### src/rtl/fetch_stage_if.sv
// Bundles the fetch stage's instruction-memory port, redirect input and
// decode-side output handshake. Signal names are from the fetch stage's
// point of view.
interface fetch_stage_if;
  // instruction memory request/grant/response
  logic        imem_req_o;
  logic [31:0] imem_addr_o;
  logic        imem_gnt_i;
  logic        imem_rvalid_i;
  logic [31:0] imem_rdata_i;
  // control-flow redirect
  logic        redirect_i;
  logic [31:0] redirect_pc_i;
  // decode handshake
  logic [31:0] instr_o;
  logic [31:0] pc_o;
  logic        valid_o;
  logic        ready_i;

  // fetch stage side
  modport master (
    output imem_req_o, imem_addr_o, instr_o, pc_o, valid_o,
    input  imem_gnt_i, imem_rvalid_i, imem_rdata_i,
           redirect_i, redirect_pc_i, ready_i
  );

  // memory / decode / branch-unit side
  modport slave (
    input  imem_req_o, imem_addr_o, instr_o, pc_o, valid_o,
    output imem_gnt_i, imem_rvalid_i, imem_rdata_i,
           redirect_i, redirect_pc_i, ready_i
  );
endinterface

### src/rtl/fetch_stage.sv
// Instruction fetch stage: owns the PC, issues one outstanding word-aligned
// request at a time, buffers the returned word with its PC in a single-entry
// output register, and flushes on redirect.
//
// Handshakes:
//  - imem: a request transfers on a cycle with imem_req_o & imem_gnt_i; the
//    address is held until that cycle. The response arrives on a later cycle
//    with imem_rvalid_i (exactly one response per granted request).
//  - decode: a word transfers on a cycle with valid_o & ready_i;
//    instr_o/pc_o/valid_o hold steady while valid_o & !ready_i.
module fetch_stage #(
  parameter logic [31:0] RESET_PC = 32'h0000_0000
) (
  input  logic        clk_i,
  input  logic        rst_i,
  fetch_stage_if.master bus,
  output logic [1:0]  dbg_state_o
);

  localparam logic [1:0] ST_REQ  = 2'd0;  // request pending
  localparam logic [1:0] ST_WAIT = 2'd1;  // granted, response will be kept
  localparam logic [1:0] ST_DROP = 2'd2;  // granted, response will be discarded

  localparam logic [31:0] NOP = 32'h0000_0013;

  logic [1:0]  state_q;
  logic [31:0] pc_q;
  logic [31:0] instr_q;
  logic [31:0] out_pc_q;
  logic        valid_q;
  logic        req;
  logic        hs_imem;
  logic [31:0] redirect_target;

  // Only request when the output buffer is empty or being drained this cycle,
  // so a returning response always finds room.
  assign req             = !rst_i && (state_q == ST_REQ) && (!valid_q || bus.ready_i);
  assign hs_imem         = req && bus.imem_gnt_i;
  assign redirect_target = bus.redirect_pc_i & 32'hFFFF_FFFC;

  assign bus.imem_req_o  = req;
  assign bus.imem_addr_o = {pc_q[31:2], 2'b00};
  assign bus.instr_o     = instr_q;
  assign bus.pc_o        = out_pc_q;
  assign bus.valid_o     = valid_q;
  assign dbg_state_o     = state_q;

  // PC, fetch FSM and output buffer; redirect outranks everything but reset
  always_ff @(posedge clk_i) begin
    if (rst_i) begin
      state_q  <= ST_REQ;
      pc_q     <= RESET_PC & 32'hFFFF_FFFC;
      instr_q  <= NOP;
      out_pc_q <= 32'h0000_0000;
      valid_q  <= 1'b0;
    end else begin
      if (valid_q && bus.ready_i) begin
        valid_q <= 1'b0;
      end
      if (bus.redirect_i) begin
        pc_q    <= redirect_target;
        valid_q <= 1'b0;
        case (state_q)
          ST_REQ:  state_q <= hs_imem ? ST_DROP : ST_REQ;
          ST_WAIT: state_q <= bus.imem_rvalid_i ? ST_REQ : ST_DROP;
          ST_DROP: state_q <= bus.imem_rvalid_i ? ST_REQ : ST_DROP;
          default: state_q <= ST_REQ;
        endcase
      end else begin
        case (state_q)
          ST_REQ: begin
            // stray responses are ignored here
            if (hs_imem) begin
              state_q <= ST_WAIT;
            end
          end
          ST_WAIT: begin
            if (bus.imem_rvalid_i) begin
              instr_q  <= bus.imem_rdata_i;
              out_pc_q <= pc_q;
              valid_q  <= 1'b1;
              pc_q     <= pc_q + 32'd4;
              state_q  <= ST_REQ;
            end
          end
          ST_DROP: begin
            if (bus.imem_rvalid_i) begin
              state_q <= ST_REQ;
            end
          end
          default: state_q <= ST_REQ;
        endcase
      end
    end
  end

endmodule

### src/flat_wrapper.sv
// flat-port wrapper written by rule: the top's interface ports become plain ports
module fetch_stage_flat 
#(
  parameter logic [31:0] RESET_PC = 32'h0000_0000
)
  (clk_i, rst_i, dbg_state_o, bus_imem_req_o, bus_imem_addr_o, bus_instr_o, bus_pc_o, bus_valid_o, bus_imem_gnt_i, bus_imem_rvalid_i, bus_imem_rdata_i, bus_redirect_i, bus_redirect_pc_i, bus_ready_i);
  fetch_stage_if bus_i ();
  input  logic clk_i;
  input  logic rst_i;
  output logic [1:0] dbg_state_o;
  output wire logic [$bits(bus_i.imem_req_o)-1:0] bus_imem_req_o;
  output wire logic [$bits(bus_i.imem_addr_o)-1:0] bus_imem_addr_o;
  output wire logic [$bits(bus_i.instr_o)-1:0] bus_instr_o;
  output wire logic [$bits(bus_i.pc_o)-1:0] bus_pc_o;
  output wire logic [$bits(bus_i.valid_o)-1:0] bus_valid_o;
  input wire logic [$bits(bus_i.imem_gnt_i)-1:0] bus_imem_gnt_i;
  input wire logic [$bits(bus_i.imem_rvalid_i)-1:0] bus_imem_rvalid_i;
  input wire logic [$bits(bus_i.imem_rdata_i)-1:0] bus_imem_rdata_i;
  input wire logic [$bits(bus_i.redirect_i)-1:0] bus_redirect_i;
  input wire logic [$bits(bus_i.redirect_pc_i)-1:0] bus_redirect_pc_i;
  input wire logic [$bits(bus_i.ready_i)-1:0] bus_ready_i;
  assign bus_imem_req_o = bus_i.imem_req_o;
  assign bus_imem_addr_o = bus_i.imem_addr_o;
  assign bus_instr_o = bus_i.instr_o;
  assign bus_pc_o = bus_i.pc_o;
  assign bus_valid_o = bus_i.valid_o;
  assign bus_i.imem_gnt_i = bus_imem_gnt_i;
  assign bus_i.imem_rvalid_i = bus_imem_rvalid_i;
  assign bus_i.imem_rdata_i = bus_imem_rdata_i;
  assign bus_i.redirect_i = bus_redirect_i;
  assign bus_i.redirect_pc_i = bus_redirect_pc_i;
  assign bus_i.ready_i = bus_ready_i;
  fetch_stage #(.RESET_PC(RESET_PC)) u_core (.clk_i(clk_i), .rst_i(rst_i), .bus(bus_i), .dbg_state_o(dbg_state_o));
endmodule
### config.mk
export PLATFORM = sky130hd
export DESIGN_NAME = fetch_stage_flat
export DESIGN_NICKNAME = d
export VERILOG_FILES = /design/src/rtl/fetch_stage_if.sv /design/src/rtl/fetch_stage.sv /design/src/flat_wrapper.sv
export SDC_FILE = /design/constraint.sdc
export NUM_CORES = 1
export LEC_CHECK = 0
export ABC_CLOCK_PERIOD_IN_PS = 2200
export CAP_MARGIN = 10
export CORE_ASPECT_RATIO = 0.7
export CORE_UTILIZATION = 40
export CTS_BUF_LIST = sky130_fd_sc_hd__clkbuf_4 sky130_fd_sc_hd__clkbuf_8 sky130_fd_sc_hd__clkbuf_16
export CTS_CLUSTER_SIZE = 28
export DETAILED_ROUTE_END_ITERATION = 8
export PLACE_DENSITY = 0.86
export SKIP_LAST_GASP = 1
export SLEW_MARGIN = 20
export SYNTH_ARGS = -nofsm -noshare
export SYNTH_HDL_FRONTEND = slang
export SYNTH_SLANG_ARGS = --single-unit
### constraint.sdc
create_clock -name clk_i -period 2.2 [get_ports clk_i]
set_input_delay 0.22 -clock clk_i [delete_from_list [all_inputs] [get_ports clk_i]]
set_output_delay 0.22 -clock clk_i [all_outputs]
set_load 0.03 [all_outputs]
==> run metrics <==
combinational share of power 14.2%; H-tree Lvls 3; CTS Buf Count 9; final antenna-violating net count 0; Distinct cells, synth 39; vias in the first global route between 4k and 5k; Int Pwr 3000 µW; Post-route DRC 0; Overflow after GRT 0; TNS Setup 0 ns; Worst Setup End Kind primary output; CP max-delay cell clkdlybuf4s50_1; Ys Warns 0; fillcell total 774; crit path launch type register; total wire length ~13000 µm; later-pin clock latency in the skew report 0.34 ns; Min Clock Period, post-route 2.10 ns; Initial DRC Count 357; Avg Cell Area, Syn 7.72 µm²; maximum clock insertion buffer count 2; num ports 170; f_max 475 MHz; relative slew slack 55.6%; WS Path Type register to primary output; Max FO, Critical Path 4; Slew Viols, Final 0; Net Sw Frac 25.5%; hold_buf cts 0; Seq/Total Area, Yosys between 40% and 50%; CTS sink count 95; Post-Route Utilization 64.9%; P_sw 1030 µW; total track usage about a quarter; ant diodes 0; Max Used Layer met4; Setup WS post-layout 0.0957 ns; Final nets 793; # setup viols final 0; PostCTS Resize Cnt 0; final period utilization 95.7%; initial core utilization 42.4%; met3 wire len about 1200 µm; Setup Skew 0.00710 ns; Pwr Density roughly 620 nW/µm²; met2 routed WL 6240 µm; Root Buffer Master clkbuf_16; Slew @ Worst Pin 0.666 ns; Layout area overhead 53.1%; fraction of registers with async set/reset 0%; largest net degree at the start of global routing 70; IO Port Bufs roughly 160; worst path arrival time 1.88 ns; via count 4619; cell chain of the critical path inv_1 -> ha_1 -> nor3b_1 -> clkdlybuf4s50_1; die height 87.9 µm; Min-Delay Path Class input port to register; Seq pwr share 45.2%; M1 WL 5660 µm; clock group share of total power between 40% and 50%; Post-CTS Setup Bufs 0; unrepaired setup endpoints after global routing false; TritonCTS clock tree built; most frequent cells in the layout clkdlybuf4s50_1 (162), nand2_1 (142), dfxtp_1 (93); status finished clean; peak supply drop 0.000412 V; Die X-Extent 125 µm; pre-CTS setup slack -0.0000542 ns; Leak 0.00225 µW; detailed placer's ending HPWL 9550 µm; CTS clk-pin slew, worst paths roughly 0.070 ns; Mapped Cells 546; critical path required time 1.98 ns; gpl congestion 0.874; Post-synth EDFFs 0; MaxCap Viol Count 0; most common cell after layout, fill and taps aside clkdlybuf4s50_1; First-pass DRT Iterations 5; CP max stage delay 0.70 ns; first-pass GRT wire length 20600 µm; flop-to-flop setup slack approximately 0.11 ns; die area 11000 µm²; core area 9950 µm²; antenna violations before repair 0; Hold Fails Final Rpt 0; synthesized flop and latch total 95; Post-Syn Area 4220 µm²; dominant synthesized flop cell dfxtp_1; via/cell ratio about 5.4; routed len/inst 15.5 µm; # rows 30; layout cells sized above 1 ~8.3%
## kinds of logic after synthesis
| group | synth area share, % |
|---|---|
| other | 0.0890 |
| flip-flops | 45.1 |
| adder cells (fa/ha/maj) | 1.19 |
| AND/OR/NAND/NOR | 28.4 |
| AO/OA/AOI/OAI | 17.3 |
| buffers and inverters | 5.64 |
| XOR/XNOR | 2.29 |
## stage by stage
step | instances | hold WS (ns) | cell area, µm² | power [µW]
floorplan | 549 | 0.344 | 4230 | 2120
global placement | 836 | 0.441 | 6140 | 2410
detailed placement | 836 | 0.448 | 6140 | 2430
CTS | 852 | 0.132 | 6450 | 4060
global route | 852 | 0.146 | 6450 | 4170
finish | 852 | 0.147 | 6450 | 4030
## flip-flops by register name, summed over array words and instances, names as in the netlist
name and flops:
u_core.bus.instr_o 32, u_core.bus.pc_o 30, u_core.bus.valid_o 1, u_core.dbg_state_o 2, u_core.pc_q 30
## layout make-up
type	instances	area, µm²	share of cell area (%)
tap	128	160	2.48
clock buffer	11	253	3.92
clock inverter	5	63.8	0.989
inverter	15	56.3	0.872
sequential	95	1900	29.5
timing repair buffer	203	1930	29.9
multi-input combinational	395	2090	32.4
## layer usage
metal	track usage (%)	vias to the layer above
met5	0	-
met4	6.68	0
met3	6.66	19
met2	40.3	222
met1	29.0	2141
li1	-	2237
## power groups by stage
| stage | clock, µW | combinational, µW | sequential [µW] |
|---|---|---|---|
| 2_1_floorplan | 0 | 169 | 1950 |
| 3_3_place_gp | 0 | 558 | 1860 |
| 3_5_place_dp | 0 | 567 | 1860 |
| 4_1_cts | 1670 | 572 | 1820 |
| 5_1_grt | 1730 | 608 | 1830 |
| 6_report | 1630 | 574 | 1820 |
## cells in the mapped netlist, types with 5 or more instances
cell type | instances | area share [%]
a2111oi_0 | 5 | 1.0
a211oi_1 | 13 | 2.3
a21oi_1 | 69 | 8.2
a311oi_1 | 7 | 1.5
and4_1 | 10 | 2.1
clkbuf_1 | 39 | 3.5
dfxtp_1 | 95 | 45
inv_1 | 15 | 1.3
nand2_1 | 142 | 13
nand3_1 | 14 | 1.7
nand3b_1 | 8 | 1.4
nand4_1 | 15 | 2.2
nor2_1 | 30 | 2.7
nor3_1 | 9 | 1.1
nor4_1 | 7 | 1.0
o21ai_0 | 9 | 1.1
or4_1 | 6 | 1.1
xnor2_1 | 8 | 1.7
## final timing paths
| check | from | endpoint | cells past startpoint |
|---|---|---|---|
| setup / recovery | u_core.dbg_state_o[1] | bus_imem_req_o | 4 |
| hold / removal | rst_i | u_core.bus.pc_o[4] | 2 |
| setup reg to reg | u_core.dbg_state_o[1] | u_core.pc_q[21] | 7 |
| hold reg to reg | u_core.bus.instr_o[5] | u_core.bus.instr_o[5] | 2 |
## critical path, delay by kind of cell (launching register included)
kind	cells	cell delay, ns
AND/OR/NAND/NOR	1	0.21
buffers and inverters	2	0.79
flip-flops	1	0.34
adder cells (fa/ha/maj)	1	0.21
(Power assumes the default switching activity.)
